--- src/rtl/vram_rect_filler.sv ---
// Rectangle-fill drawing engine: one VRAM pixel write per iCLK in raster order (x inner, y outer).
// Optional build macro CLEAR_ON_RESET_EN adds a power-up sweep of all 65536 addresses with CLEAR_COLOR.
module vram_rect_filler #(
  parameter logic [8:0] CLEAR_COLOR = 9'h000,
  parameter int         SIZE_W      = 9
) (
  input  logic              iCLK,
  input  logic              iRST_N,
  input  logic              iCmd_Valid,
  output logic              oCmd_Ready,
  input  logic [7:0]        iCmd_X0,
  input  logic [7:0]        iCmd_Y0,
  input  logic [SIZE_W-1:0] iCmd_W,
  input  logic [SIZE_W-1:0] iCmd_H,
  input  logic [8:0]        iCmd_Color,
  output logic              oBusy,
  output logic              oDone,
  output logic [7:0]        write_x,
  output logic [7:0]        write_y,
  output logic [2:0]        write_r,
  output logic [2:0]        write_g,
  output logic [2:0]        write_b
);

  typedef enum logic [1:0] {CLEAR, IDLE, FILL, DONE} stateT;

  stateT             state, nextState;
  logic [7:0]        x0Reg;
  logic [SIZE_W-1:0] wReg, hReg, colCnt, rowCnt;
  logic              accept, cmdEmpty, colLast, lastPixel;

`ifdef CLEAR_ON_RESET_EN
  localparam stateT ResetState = CLEAR;
  logic clearArmed;
  logic clearLast;
  // The first CLEAR cycle loads CLEAR_COLOR at (0,0); the sweep proper starts after it.
  assign clearLast = clearArmed && (write_x == 8'hFF) && (write_y == 8'hFF);
`else
  localparam stateT ResetState = IDLE;
  logic unusedClearColor;
  assign unusedClearColor = ^CLEAR_COLOR;
`endif

  assign cmdEmpty  = (iCmd_W == '0) || (iCmd_H == '0);
  assign colLast   = (colCnt == wReg - SIZE_W'(1));
  assign lastPixel = colLast && (rowCnt == hReg - SIZE_W'(1));

  // NOTE: sequential state uses non-blocking assignments so every register samples pre-edge values.
  always_ff @(posedge iCLK or negedge iRST_N) begin
    if (!iRST_N) state <= ResetState;
    else         state <= nextState;
  end

  // NOTE: every signal gets a default before the case so no path leaves it unassigned (no latches).
  always_comb begin
    nextState  = state;
    oCmd_Ready = 1'b0;
    oBusy      = 1'b1;
    oDone      = 1'b0;
    accept     = 1'b0;
    case (state)
      IDLE: begin
        oCmd_Ready = 1'b1;
        oBusy      = 1'b0;
        if (iCmd_Valid) begin
          accept    = 1'b1;
          nextState = cmdEmpty ? DONE : FILL;
        end
      end
      FILL: if (lastPixel) nextState = DONE;
      DONE: begin
        oDone     = 1'b1;
        nextState = IDLE;
      end
      default: begin
`ifdef CLEAR_ON_RESET_EN
        if (clearLast) nextState = IDLE;
`else
        nextState = IDLE;
`endif
      end
    endcase
  end

  always_ff @(posedge iCLK or negedge iRST_N) begin
    if (!iRST_N) begin
      x0Reg   <= '0;
      wReg    <= '0;
      hReg    <= '0;
      colCnt  <= '0;
      rowCnt  <= '0;
      write_x <= '0;
      write_y <= '0;
      write_r <= '0;
      write_g <= '0;
      write_b <= '0;
`ifdef CLEAR_ON_RESET_EN
      clearArmed <= 1'b0;
`endif
    end else begin
      case (state)
        IDLE: if (accept) begin
          x0Reg  <= iCmd_X0;
          wReg   <= iCmd_W;
          hReg   <= iCmd_H;
          colCnt <= '0;
          rowCnt <= '0;
          // Empty rectangles leave the write port untouched.
          if (!cmdEmpty) begin
            write_x                     <= iCmd_X0;
            write_y                     <= iCmd_Y0;
            {write_r, write_g, write_b} <= iCmd_Color;
          end
        end
        FILL: if (!lastPixel) begin
          if (colLast) begin
            colCnt  <= '0;
            rowCnt  <= rowCnt + SIZE_W'(1);
            write_x <= x0Reg;
            write_y <= write_y + 8'd1;
          end else begin
            colCnt  <= colCnt + SIZE_W'(1);
            write_x <= write_x + 8'd1;
          end
        end
`ifdef CLEAR_ON_RESET_EN
        CLEAR: begin
          if (!clearArmed) begin
            clearArmed                  <= 1'b1;
            {write_r, write_g, write_b} <= CLEAR_COLOR;
          end else if (!clearLast) begin
            write_x <= write_x + 8'd1;
            if (write_x == 8'hFF) write_y <= write_y + 8'd1;
          end
        end
`endif
        default: ;
      endcase
    end
  end

endmodule

--- config.mk ---
export PLATFORM = sky130hd
export DESIGN_NAME = vram_rect_filler
export DESIGN_NICKNAME = d
export VERILOG_FILES = /design/src/rtl/vram_rect_filler.sv
export SDC_FILE = /design/constraint.sdc
export NUM_CORES = 1
export LEC_CHECK = 0
export CAP_MARGIN = 20
export CORE_MARGIN = 2
export CORE_UTILIZATION = 45
export CTS_BUF_LIST = sky130_fd_sc_hd__clkbuf_4 sky130_fd_sc_hd__clkbuf_8 sky130_fd_sc_hd__clkbuf_16
export CTS_CLUSTER_SIZE = 24
export DETAILED_ROUTE_END_ITERATION = 8
export PLACE_DENSITY = 0.82
export SLEW_MARGIN = 30
export SYNTH_ARGS = -nofsm -noshare
export SYNTH_HDL_FRONTEND = slang
export SYNTH_SLANG_ARGS = --single-unit
--- constraint.sdc ---
create_clock -name iCLK -period 2.8 [get_ports iCLK]
set_clock_uncertainty 0.05 [all_clocks]
set_input_delay 0.28 -clock iCLK [delete_from_list [all_inputs] [get_ports iCLK]]
set_output_delay 0.28 -clock iCLK [all_outputs]
set_load 0.03 [all_outputs]
=== Word-level counts from Yosys, hierarchy flattened ===
Cells that the tools add are included.

* Output and inout port bits: 28
* Bits of input ports: 46
* Word-level logic and storage cells: 67
* Register bits: 71

* Bitwise logic cells: 1
* Reductions and logical operators: 12
* Add/sub/neg operators: 6
* Multiplexer cells: 26
* Equality and inequality tests: 11

{| class="wikitable"
|+ Operators with widths
! operator !! number
|-
| 2-to-1 mux 8 bit || 8
|-
| 2-to-1 mux 9 bit || 5
|-
| case mux 9 bit (2 select lines) || 2
|-
| case mux 8 bit (2 select lines) || 2
|-
| adder 9 x 1 -> 9 bit (second input constant) || 2
|-
| == test 9 bit || 2
|-
| zero test 9 bit || 2
|-
| subtractor 9 x 1 -> 9 bit (second input constant) || 2
|-
| adder 8 x 1 -> 8 bit (second input constant) || 2
|-
| != test 2 bit (second input constant) || 6
|-
| AND reduction 4 bit || 2
|-
| 2-to-1 mux 1 bit || 6
|-
| AND reduction 3 bit || 2
|-
| AND reduction 5 bit || 1
|-
| == test 2 bit (second input constant) || 2
|-
| 2-to-1 mux 2 bit || 2
|-
| case mux 2 bit (2 select lines) || 1
|-
| AND reduction 2 bit || 2
|-
| == test 2 x 1 -> 1 bit (second input constant) || 1
|-
| nonzero test 2 bit || 1
|-
| logical AND 1 bit || 1
|-
| logical OR 1 bit || 1
|-
| inverter 1 bit || 1
|}

=== Longest topological paths before layout ===
Gate-level depths: netlist of the first run.

* Word-level depth: 5
* Gate-level depth with buffers: 12
* Depth with buffers taken out: 9

=== Worst setup path after synthesis of the first run ===
OpenSTA, ideal clock, no wires.

* Path kind: reg2reg
* From: reg hReg[0]
* To: reg write_x[0]
* Path slack: -0.067 ns
* Required time: 2.618 ns
* Period minus slack after synthesis: 2.867 ns
* Stages on the path, launching flop included: 11
* Arrival time: 2.685 ns
* Path buffers: 1
* Library setup time: 0.132 ns
* Cell sequence: dfrtp_1 > inv_1 > ha_1 > or4b_4 > nor4_4 > xnor2_1 > or4_4 > nor4_4 > buf_4 > nor3_1 > or3b_1

* Word-level cells in the longest chain between the ends: 5

{| class="wikitable"
|+ Ends and longest elaborated chain
! what !! line !! source
|-
| from (decl) || 29 || <nowiki>logic [SIZE_W-1:0] wReg, hReg, colCnt, rowCnt;</nowiki>
|-
| from (signal assigned) || 105 || <nowiki>hReg <= iCmd_H;</nowiki>
|-
| subtractor 9 x 1 -> 9 bit || 46 || <nowiki>assign lastPixel = colLast && (rowCnt == hReg - SIZE_W'(1));</nowiki>
|-
| == test 9 bit || 46 ||
|-
| logical AND 1 bit || 46 ||
|-
| != test 2 bit (no source line) || - ||
|-
| AND reduction 4 bit (no source line) || - ||
|-
| to (signal assigned) || 110 || <nowiki>write_x <= iCmd_X0;</nowiki>
|-
| to (signal assigned) || 119 || <nowiki>write_x <= x0Reg;</nowiki>
|-
| to (signal assigned) || 123 || <nowiki>write_x <= write_x + 8'd1;</nowiki>
|-
| to (decl) || 18 || <nowiki>output logic [7:0] write_x,</nowiki>
|}

Every way passes these cells.
A chain may end at the register's enable or synchronous reset.

=== Worst setup path in the final report of the first run ===
* From: reg hReg[1]
* To: reg rowCnt[8]

* Word-level cells in the longest chain between the ends: 5

{| class="wikitable"
|+ Ends and longest elaborated chain
! what !! line !! source
|-
| subtractor 9 x 1 -> 9 bit || 46 ||
|-
| == test 9 bit || 46 ||
|-
| logical AND 1 bit || 46 ||
|-
| != test 2 bit (no source line) || - ||
|-
| AND reduction 4 bit (no source line) || - ||
|-
| to (signal assigned) || 118 || <nowiki>rowCnt <= rowCnt + SIZE_W'(1);</nowiki>
|-
| to (decl) || 29 ||
|}

Every way passes these cells.

==> impl_results.md, run 1 <==
* Rows at 35
* Slowest library cell on the worst path: or4b_4
* First-pass GRT wire length at 18.62 mm
* Power per cell area at 1147 mW/mm^2
* Initial Util at 0.4671
* H-tree depth at 3
* F_max at 351.7 MHz
* Boundary Pins at 74
* Core area at 0.009328 sq mm
* Final std cells w/o fill at 682
* TritonCTS Sinks at 71
* Failing checks: negative setup slack
* Layout Nets at 603
* WP data required at 3.03 ns
* GR Overflow Total at 0
* Unrepaired setup endpoints after global routing: true
* Crit start category: flop
* Sequential area share after synthesis at 0.4081
* Clock Power Share at 0.163
* Top FF cell, synth: dfrtp_1
* Net Sw Frac at 0.4306
* Die Ht at 102.4 microns
* Combinational power share at 0.552
* Clock slew at reported path FFs at 0.08 ns
* DR iter-0 viols at 235
* Tmin final at 2.844 ns
* Maximum buffer depth of the clock tree at 2
* Largest net degree at the start of global routing at 33
* Die ar. at 0.01048 sq mm
* Worst min path class: in2async
* Mapped cell area at 0.004357 sq mm
* Chip Width at 102.4 microns
* Drt wl/cell at 17.11 microns
* Yosys warning count at 0
* Vias/cell at 5.848
* Clk Latency, worst-skew pair at 0.36 ns
* CP max FO at 6
* Worst setup EP type: flop
* Vias in the first global route at 3,870
* Initial antenna violation count at 0
* Syn avg cell area at 9.746 sq um
* Status: finished with violations
* Pint at 3855 uW
* Crit path DAT at 3.07 ns
* Detail Placement HPWL at 8.281 mm
* Total Power at 6771 uW
* Sw Pwr at 2916 uW
* Final Max Tran Viols at 0
* Max cap viols at 0
* Post-route ant nets at 0
* Worst Max-Slew Pin Slew at 0.4886 ns
* Port Buffer Count at 73
* N_diodes at 0
* Final Hold Viols at 0
* GRT Total Usage at 0.2284
* Crit Path Class: reg2reg
* Final wirelength at 11.67 mm
* Post-route clock period utilization at 1.016
* Peak VDD IR at 820.7 uV
* RD Place Congestion at 0.8811
* Via count at 3,988
* Sequential group share of total power at 0.285
* WHS at 0.3589 ns
* CTS tree: done
* Share of flip-flops with an asynchronous set or reset at 1.000
* PnR worst setup slack at -0.04357 ns
* Placed cells at 661
* Leakage Power at 0.002438 uW
* CP cell instances: inv_2 -> ha_4 -> or4b_4 -> a21boi_0 -> a221oi_1 -> nor2_2 -> o211ai_4 -> buf_6 -> a211oi_1 -> mux2i_1
* Slew margin rel. at 0.6743
* Setup TNS at -0.3217 ns
* Setup violations, final at 12
* Distinct cells, synth at 63
* Root Driver: clkbuf_8
* Pre-Repair DR Iteration Count at 4
* EDFF count, synth at 0
* TritonCTS buffer count at 9
* CP max stage delay at 0.49 ns
* Post-place setup slack at -0.02812 ns
* Share of layout cells above drive strength 1 at 0.2351
* DRC at 0
* Yosys reg bits at 71
* Syn Nets at 502
* Syn Inst Count at 447
* Area Growth Syn to Fin at 35.47%
==> power groups by stage <==
stage          clock network (uW)  logic (uW)  registers, uW
4_1_cts                      1130        3500           1920
3_5_place_dp                    0        3440           1930
3_3_place_gp                    0        3340           1910
6_report                     1100        3740           1930
5_1_grt                      1170        4050           1990
2_1_floorplan                   0        1920           2200
==> Yosys cell counts, types with 2 or more instances <==
cell	n	area (sq um)
o21ai_0	17	85.08
or4_1	5	37.54
a21o_1	2	15.01
o311ai_0	2	17.52
o2111ai_1	2	17.52
mux2_2	42	473.0
nand3_1	24	120.1
a221oi_1	3	26.28
and3_1	3	18.77
buf_4	3	22.52
o31ai_1	11	82.58
a2111o_1	2	22.52
nand4_1	11	68.82
clkbuf_1	13	48.80
o21ai_1	3	15.01
or4_4	2	22.52
nor4_4	2	42.54
xor2_1	17	148.9
a211o_1	2	17.52
a21boi_0	2	15.01
xnor2_1	10	87.58
nor2_1	20	75.07
a21oi_1	18	90.09
dfrtp_1	70	1752
nor3_1	20	100.1
nand2b_1	8	50.05
mux2i_1	11	110.1
nor2_2	2	12.51
o22ai_1	2	12.51
nand2_1	37	138.9
nor4_1	4	25.02
buf_1	2	7.510
nor3b_1	2	15.01
o32ai_1	3	26.28
ha_1	9	112.6
and2_1	2	12.51
a31oi_1	2	12.51
a2bb2oi_1	2	17.52
a211oi_1	9	67.56
inv_1	23	86.33
==> path summary, 6_finish.rpt <==
| check | depth (start not counted) | slack, ns | startpoint | to |
|---|---|---|---|---|
| worst max-delay path | 10 | -0.04 | hReg[1]$_DFFE_PN0P_ | rowCnt[8]$_DFFE_PN0P_ |
| worst min-delay path | 2 | 0.36 | iRST_N | write_y[6]$_DFFE_PN0P_ |
| worst max register to register | 10 | -0.04 | hReg[1]$_DFFE_PN0P_ | rowCnt[8]$_DFFE_PN0P_ |
| worst min register to register | 1 | 0.46 | write_r[1]$_DFFE_PN0P_ | write_r[1]$_DFFE_PN0P_ |
| max in group asynchronous | 3 | 1.52 | iRST_N | wReg[5]$_DFFE_PN0P_ |
| min in group iCLK | 1 | 0.46 | write_r[1]$_DFFE_PN0P_ | write_r[1]$_DFFE_PN0P_ |
==> registers in the layout, indices dropped and copies added, names as in the netlist <==
name     flops
colCnt       9
hReg         9
rowCnt       9
state        2
wReg         9
write_b      3
write_g      3
write_r      3
write_x      8
write_y      8
x0Reg        8
==> what timing repair did <==
item	in CTS	in global routing
resized for setup	4	37
endpoints found under the setup margin	13	32
hold buffers	1	0
pin swaps	1	13
buffers inserted	1	2
cloned	0	1
hold endpoints to repair	20	0
==> per-layer routing <==
metal	GRT usage	routed length, microns
met3	0.04720	630
met4	0.07179	244
met5	0	0
met2	0.3816	5942
met1	0.2989	4849
==> cell usage in the layout, fill, tap and decap left out, types with 4 or more instances in the layout <==
cell and count:
inv_1 21, a21oi_1 16, a211oi_1 6, nand3_1 24
bufinv_16 4, clkdlybuf4s50_1 72, a211oi_2 4, nand2_1 37
nand4_1 11, mux2i_1 11, ha_1 8, o21ai_1 6
o21ai_0 13, xnor2_1 9, dfrtp_1 70, xor2_1 17
buf_6 8, clkbuf_8 9, nand2b_1 8, nor3_1 18
nor2_1 18, or4_1 5, mux2_2 41, buf_4 27
o31ai_1 11
==> stage by stage <==
stage | cell area [sq um] | util
5_1_grt | 5902 | 0.6327
3_3_place_gp | 5401 | 0.5791
6_report | 5902 | 0.6327
3_5_place_dp | 5401 | 0.5791
2_1_floorplan | 4372 | -
4_1_cts | 5707 | 0.6118
==> worst max-delay path, delay by kind of cell, from the launching register on <==
| family | cells | cell delay (ns) |
|---|---|---|
| AO/OA/AOI/OAI | 4 | 0.86 |
| adder cells (fa/ha/maj) | 1 | 0.12 |
| buffers and inverters | 2 | 0.26 |
| flip-flops | 1 | 0.39 |
| multiplexers | 1 | 0.23 |
| AND/OR/NAND/NOR | 2 | 0.85 |
==> cell type report <==
cell class | instances | area (sq um)
clock buffer | 9 | 123.9
clock inverter | 7 | 145.1
fill | 741 | 3426
inverter | 23 | 86.33
multi-input combinational | 334 | 2579
sequential | 71 | 1778
tap | 129 | 161.4
timing repair buffer | 109 | 1028
==> kinds of logic (layout without fill, tap and decap cells) <==
family	Yosys count	after routing	synth area share
simple gates	152	152	0.1893
compound gates	93	93	0.1482
flops	71	71	0.4081
mux	53	53	0.1338
buf+inv	42	148	0.04049
xor+xnor	27	27	0.05428
fa+ha+maj	9	9	0.02585
Note: power is estimated with default switching activity, not from simulation.
==> run 2, diff against run 1 <==
clock period = 2.5 ns   (was 2.8 ns; I/O delays follow)
==> impl_results.md, run 2 (synthesized netlist as in run 1, its figures left out) <==
* Die ar. at 0.01048 sq mm (unchanged)
* Placed cells at 685 (was 661)
* Worst min path class: in2async (unchanged)
* Failing checks: negative setup slack (unchanged)
* Crit path DAT at 3.04 ns (was 3.07 ns)
* DR iter-0 viols at 303 (was 235)
* Chip Width at 102.4 microns (unchanged)
* H-tree depth at 3 (unchanged)
* Drt wl/cell at 16.37 microns (was 17.11 microns)
* Initial Util at 0.4671 (unchanged)
* Total Power at 7412 uW (was 6771 uW)
* Via count at 4,013 (was 3,988)
* Most common cell after layout, fill and taps aside: clkdlybuf4s50_1 (unchanged)
* Setup violations, final at 36 (was 12)
* Share of layout cells above drive strength 1 at 0.2496 (was 0.2351)
* Layout Nets at 627 (was 603)
* Power per cell area at 1255 mW/mm^2 (was 1147 mW/mm^2)
* Maximum buffer depth of the clock tree at 2 (unchanged)
* Die Ht at 102.4 microns (unchanged)
* Status: finished with violations (unchanged)
* F_max at 350.3 MHz (was 351.7 MHz)
* Final Hold Viols at 0 (unchanged)
* Boundary Pins at 74 (unchanged)
* Leakage Power at 0.002463 uW (was 0.002438 uW)
* RD Place Congestion at 0.8811 (unchanged)
* GR Overflow Total at 0 (unchanged)
* Clock slew at reported path FFs at 0.08 ns (about the same)
* Rows at 35 (unchanged)
* Vias in the first global route at 4,087 (was 3,870)
* Crit start category: flop (unchanged)
* Tmin final at 2.854 ns (was 2.844 ns)
* Post-route clock period utilization at 1.142 (was 1.016)
* Worst Max-Slew Pin Slew at 0.5621 ns (was 0.4886 ns)
* Root Driver: clkbuf_8 (unchanged)
* CP max FO at 3 (was 6)
* Unrepaired setup endpoints after global routing: true (unchanged)
* Most frequent cells in the layout: 72 x clkdlybuf4s50_1, 70 x dfrtp_1, 55 x buf_4 (was 72 x clkdlybuf4s50_1, 70 x dfrtp_1, 41 x mux2_2)
* Final Max Tran Viols at 0 (unchanged)
* WP data required at 2.69 ns (was 3.03 ns)
* Final wirelength at 11.55 mm (was 11.67 mm)
* Slew margin rel. at 0.6253 (was 0.6743)
* Core area at 0.009328 sq mm (unchanged)
* Pre-Repair DR Iteration Count at 5 (was 4)
* Detail Placement HPWL at 8.625 mm (was 8.281 mm)
* Peak VDD IR at 750.0 uV (was 820.7 uV)
* Layout fillers at 755 (was 741)
* GRT Total Usage at 0.2373 (was 0.2284)
* Post-route ant nets at 0 (unchanged)
* Initial antenna violation count at 0 (unchanged)
* Worst setup EP type: flop (unchanged)
* Clk Latency, worst-skew pair at 0.36 ns (about the same)
* Crit Path Class: reg2reg (unchanged)
* First-pass GRT wire length at 19.40 mm (was 18.62 mm)
* Area Growth Syn to Fin at 35.55% (was 35.47%)
* N_diodes at 0 (unchanged)
* TritonCTS Sinks at 71 (unchanged)
* PnR worst setup slack at -0.3544 ns (was -0.04357 ns)
* TritonCTS buffer count at 9 (unchanged)
* Largest net degree at the start of global routing at 39 (was 33)
* Final std cells w/o fill at 706 (was 682)
* DRC at 0 (unchanged)
* CTS tree: done (unchanged)
* Vias/cell at 5.684 (was 5.848)
* Max cap viols at 0 (unchanged)
* Port Buffer Count at 73 (unchanged)
==> run 2: worst paths after layout <==
kind                                          endpoint  depth (start not counted)                   start  slack, ns
max in group asynchronous          wReg[7]$_DFFE_PN0P_                          3                  iRST_N       1.44
worst min register to register  write_r[1]$_DFFE_PN0P_                          1  write_r[1]$_DFFE_PN0P_       0.46
min in group iCLK               write_r[2]$_DFFE_PN0P_                          2           iCmd_Color[8]       0.45
worst min-delay path            write_y[7]$_DFFE_PN0P_                          2                  iRST_N       0.36
worst max register to register  write_x[0]$_DFFE_PN0P_                         10     hReg[1]$_DFFE_PN0P_      -0.35
worst max-delay path            write_x[0]$_DFFE_PN0P_                         10     hReg[1]$_DFFE_PN0P_      -0.35
==> run 2: layout make-up <==
cell class	instances	area [sq um]	area share
Inverter	23	86.33	0.01462
Multi-Input combinational cell	334	2480	0.4199
Clock inverter	7	80.08	0.01356
Sequential cell	71	1778	0.3011
Tap cell	129	161.4	0.02733
Timing Repair Buffer	133	1196	0.2025
Clock buffer	9	123.9	0.02097
==> run 2: critical path, stage by stage, from the launching register on <==
cell	delay (ns)
dfrtp_1	0.40
inv_2	0.08
ha_4	0.13
or4b_4	0.49
nor4_4	0.16
xnor2_1	0.14
or4_4	0.56
nor4_4	0.17
buf_4	0.17
nor3_1	0.05
or3b_1	0.35
==> run 2: repair_timing <==
item | CTS | global route
hold buffers | 1 | 0
setup endpoints to repair | 36 | 36
buffers inserted | 1 | 2
hold endpoints to repair | 20 | 0
gates resized for setup | 5 | 4
cloned | 0 | 1
==> run 2: per-stage QoR <==
| stage | TNS [ns] | cell area, sq um | setup slack (ns) | utilization | hold slack, ns |
|---|---|---|---|---|---|
| after floorplan | -4.872 | 4397 | -0.2916 | - | -0.09559 |
| after global placement | -6.302 | 5618 | -0.2488 | 0.6023 | 0.2156 |
| after detailed placement | -8.172 | 5618 | -0.2921 | 0.6023 | 0.2290 |
| after CTS | -9.318 | 5869 | -0.3266 | 0.6292 | 0.3623 |
| after global routing | -13.30 | 5906 | -0.4778 | 0.6331 | 0.3964 |
| final | -8.812 | 5906 | -0.3544 | 0.6331 | 0.3583 |
==> run 2: routing by layer <==
layer / track usage / part of all wire / up-vias
met5: 0 / 0 / -
met4: 0.08205 / 0.018 / 0
met3: 0.05198 / 0.046 / 13
met2: 0.3957 / 0.51 / 143
met1: 0.3065 / 0.43 / 1967
li1: - / - / 1890
==> run 2: power by group <==
group / switching [uW] / internal (uW) / leakage [uW] / total, uW
sequential: 466 / 1640 / 0.000868 / 2110
clock: 481 / 470 / 0.0000964 / 951
combinational: 2300 / 2050 / 0.00150 / 4350
==> run 3, diff against run 2 <==
CELL_PAD_IN_SITES_DETAIL_PLACEMENT = 1   (was unset)
CELL_PAD_IN_SITES_GLOBAL_PLACEMENT = 2   (was unset)
CORE_UTILIZATION = 30   (was 45)
PLACE_DENSITY = 0.86   (was 0.82)
==> impl_results.md, run 3 (synthesized netlist as in run 1, its figures left out) <==
* N_diodes at 0 (unchanged)
* Slowest library cell on the worst path: or4_4 (unchanged)
* F_max at 353.7 MHz (was 350.3 MHz)
* Port Buffer Count at 73 (unchanged)
* Root Driver: clkbuf_16 (was clkbuf_8)
* Worst min path class: in2async (unchanged)
* Core area at 0.01437 sq mm (was 0.009328 sq mm)
* Share of layout cells above drive strength 1 at 0.2908 (was 0.2496)
* Reg-to-reg endpoint: colCnt[6]$_DFFE_PN0P_ (was write_x[0]$_DFFE_PN0P_)
* Leakage Power at 0.002621 uW (was 0.002463 uW)
* Vias in the first global route at 4,480 (was 4,087)
* Layout Nets at 638 (was 627)
* Placed Instance Area at 0.005712 sq mm (was 0.005618 sq mm)
* Final Max Tran Viols at 0 (unchanged)
* Post-route cell area at 0.006335 sq mm (was 0.005906 sq mm)
* CP max stage delay at 0.55 ns (was 0.56 ns)
* Failing checks: negative setup slack (unchanged)
* RD Place Congestion at 0.8083 (was 0.8811)
* Final Hold Viols at 0 (unchanged)
* Initial Util at 0.3032 (was 0.4671)
* TritonCTS buffer count at 9 (unchanged)
* Peak VDD IR at 576.8 uV (was 750.0 uV)
* Most frequent cells in the layout: 72 x clkdlybuf4s50_1, 70 x dfrtp_1, 57 x buf_4 (was 72 x clkdlybuf4s50_1, 70 x dfrtp_1, 55 x buf_4)
* Power per cell area at 1301 mW/mm^2 (was 1255 mW/mm^2)
* Via count at 4,077 (was 4,013)
* Worst setup EP type: flop (unchanged)
* Clock slew at reported path FFs at 0.06 ns (was 0.08 ns)
* Crit start category: flop (unchanged)
* Boundary Pins at 74 (unchanged)
* Largest net degree at the start of global routing at 31 (was 39)
* Status: finished with violations (unchanged)
* Rows at 44 (was 35)
* Crit Path Class: reg2reg (unchanged)
* GR Overflow Total at 0 (unchanged)
* Worst r2r src: hReg[1]$_DFFE_PN0P_ (unchanged)
* Post-route ant nets at 0 (unchanged)
* Drt wl/cell at 17.57 microns (was 16.37 microns)
* Die Ht at 124.5 microns (was 102.4 microns)
* Most common cell after layout, fill and taps aside: clkdlybuf4s50_1 (unchanged)
* Final Util at 0.4409 (was 0.6331)
* Maximum buffer depth of the clock tree at 2 (unchanged)
* Path depth of the worst reg2reg path at 12 (was 10)
* Total Power at 8241 uW (was 7412 uW)
* Pre-Repair DR Iteration Count at 4 (was 5)
* CTS tree: done (unchanged)
* Post-route clock period utilization at 1.131 (was 1.142)
* Setup violations, final at 36 (unchanged)
* DRC at 0 (unchanged)
* Worst Max-Slew Pin Slew at 0.5756 ns (was 0.5621 ns)
* Slew margin rel. at 0.6163 (was 0.6253)
* First-pass GRT wire length at 22.56 mm (was 19.40 mm)
* Max cap viols at 0 (unchanged)
* Top cell family by delay on the critical path: simple AND/OR/NAND/NOR gates (unchanged)
* H-tree depth at 3 (unchanged)
* Vias/cell at 5.281 (was 5.684)
* Setup TNS at -9.296 ns (was -8.812 ns)
* GRT Total Usage at 0.1788 (was 0.2373)
* TritonCTS Sinks at 71 (unchanged)
* CP max FO at 6 (was 3)
* Tmin final at 2.827 ns (was 2.854 ns)
* Crit path DAT at 3.00 ns (was 3.04 ns)
* Chip Width at 124.5 microns (was 102.4 microns)
* Area Growth Syn to Fin at 45.41% (was 35.55%)
* WP data required at 2.67 ns (was 2.69 ns)
* Clk Latency, worst-skew pair at 0.34 ns (was 0.36 ns)
* Unrepaired setup endpoints after global routing: true (unchanged)
* Final wirelength at 13.56 mm (was 11.55 mm)
* Worst reg-to-reg setup slack at -0.33 ns (was -0.35 ns)
* Critical path buffer and inverter count at 4 (was 2)
* Die ar. at 0.01550 sq mm (was 0.01048 sq mm)
* PnR worst setup slack at -0.3271 ns (was -0.3544 ns)
* DR iter-0 viols at 194 (was 303)
* CP cell instances: inv_2 -> ha_4 -> or4b_4 -> nor4_4 -> xnor2_2 -> or4_4 -> nor4_4 -> buf_6 -> buf_6 -> buf_6 -> nor4_4 -> mux2i_1 (was inv_2 -> ha_4 -> or4b_4 -> nor4_4 -> xnor2_1 -> or4_4 -> nor4_4 -> buf_4 -> nor3_1 -> or3b_1)
* Detail Placement HPWL at 10.08 mm (was 8.625 mm)
* Initial antenna violation count at 0 (unchanged)
## run 3: cell count changes in the layout (fill, tap and decap cells not counted), sizes merged
cell | previous run | this run
buf | 60 | 71
bufinv | 1 | 2
clkbuf | 9 | 13
clkinv | 2 | 1
inv | 25 | 23
clkinvlp | 2 | 0
## run 3: stage by stage
step / std cells / hold WS (ns) / setup slack, ns
global placement: 745 / 0.2305 / -0.2641
global route: 772 / 0.4192 / -0.4586
CTS: 768 / 0.4009 / -0.3334
floorplan: 447 / -0.09559 / -0.2916
detailed placement: 745 / 0.2305 / -0.3970
finish: 772 / 0.3955 / -0.3271
## run 3: final cells by class
| cell class | instances | area (sq um) |
|---|---|---|
| timing repair buffer | 144 | 1310 |
| tap | 184 | 230.2 |
| fill | 1582 | 8034 |
| clock inverter | 3 | 65.06 |
| multi-input combinational | 334 | 2597 |
| inverter | 23 | 86.33 |
| sequential | 71 | 1778 |
| clock buffer | 13 | 267.8 |
## run 3: where the power goes
group          switching [uW]  total, uW  internal [uW]  leakage [uW]
Clock                     503       1450            949      0.000167
Sequential                480       2120           1640      0.000868
Combinational            2480       4660           2190       0.00159
Total                    3460       8240           4780       0.00262
## run 3: worst max-delay path by stage
stage / start / endpoint / slack (ns) / cells after the start
floorplan: hReg[0]$_DFFE_PN0P_ / write_x[0]$_DFFE_PN0P_ / -0.29 / 10
CTS: hReg[1]$_DFFE_PN0P_ / colCnt[6]$_DFFE_PN0P_ / -0.33 / 12
global route: hReg[1]$_DFFE_PN0P_ / colCnt[6]$_DFFE_PN0P_ / -0.46 / 12
global placement: hReg[1]$_DFFE_PN0P_ / write_y[1]$_DFFE_PN0P_ / -0.26 / 9
finish: hReg[1]$_DFFE_PN0P_ / colCnt[6]$_DFFE_PN0P_ / -0.33 / 12
detailed placement: hReg[1]$_DFFE_PN0P_ / colCnt[7]$_DFFE_PN0P_ / -0.40 / 11
## run 3: what timing repair did
action | 4_1_cts | 5_1_grt
gates resized for setup | 34 | 12
hold buffers | 1 | 0
setup endpoints to repair | 36 | 36
buffers inserted | 5 | 4
endpoints found under the hold margin | 20 | 0
gates cloned | 1 | 0
pin swaps | 7 | 8
## run 3: metal layers
metal	global-route usage	routed length (microns)	up-vias	part of all wire
met5	0	0	-	0
li1	-	-	1914	-
met1	0.2156	5928	2085	0.44
met2	0.3157	6974	62	0.51
met4	0.07403	253	0	0.019
met3	0.02921	404	16	0.030
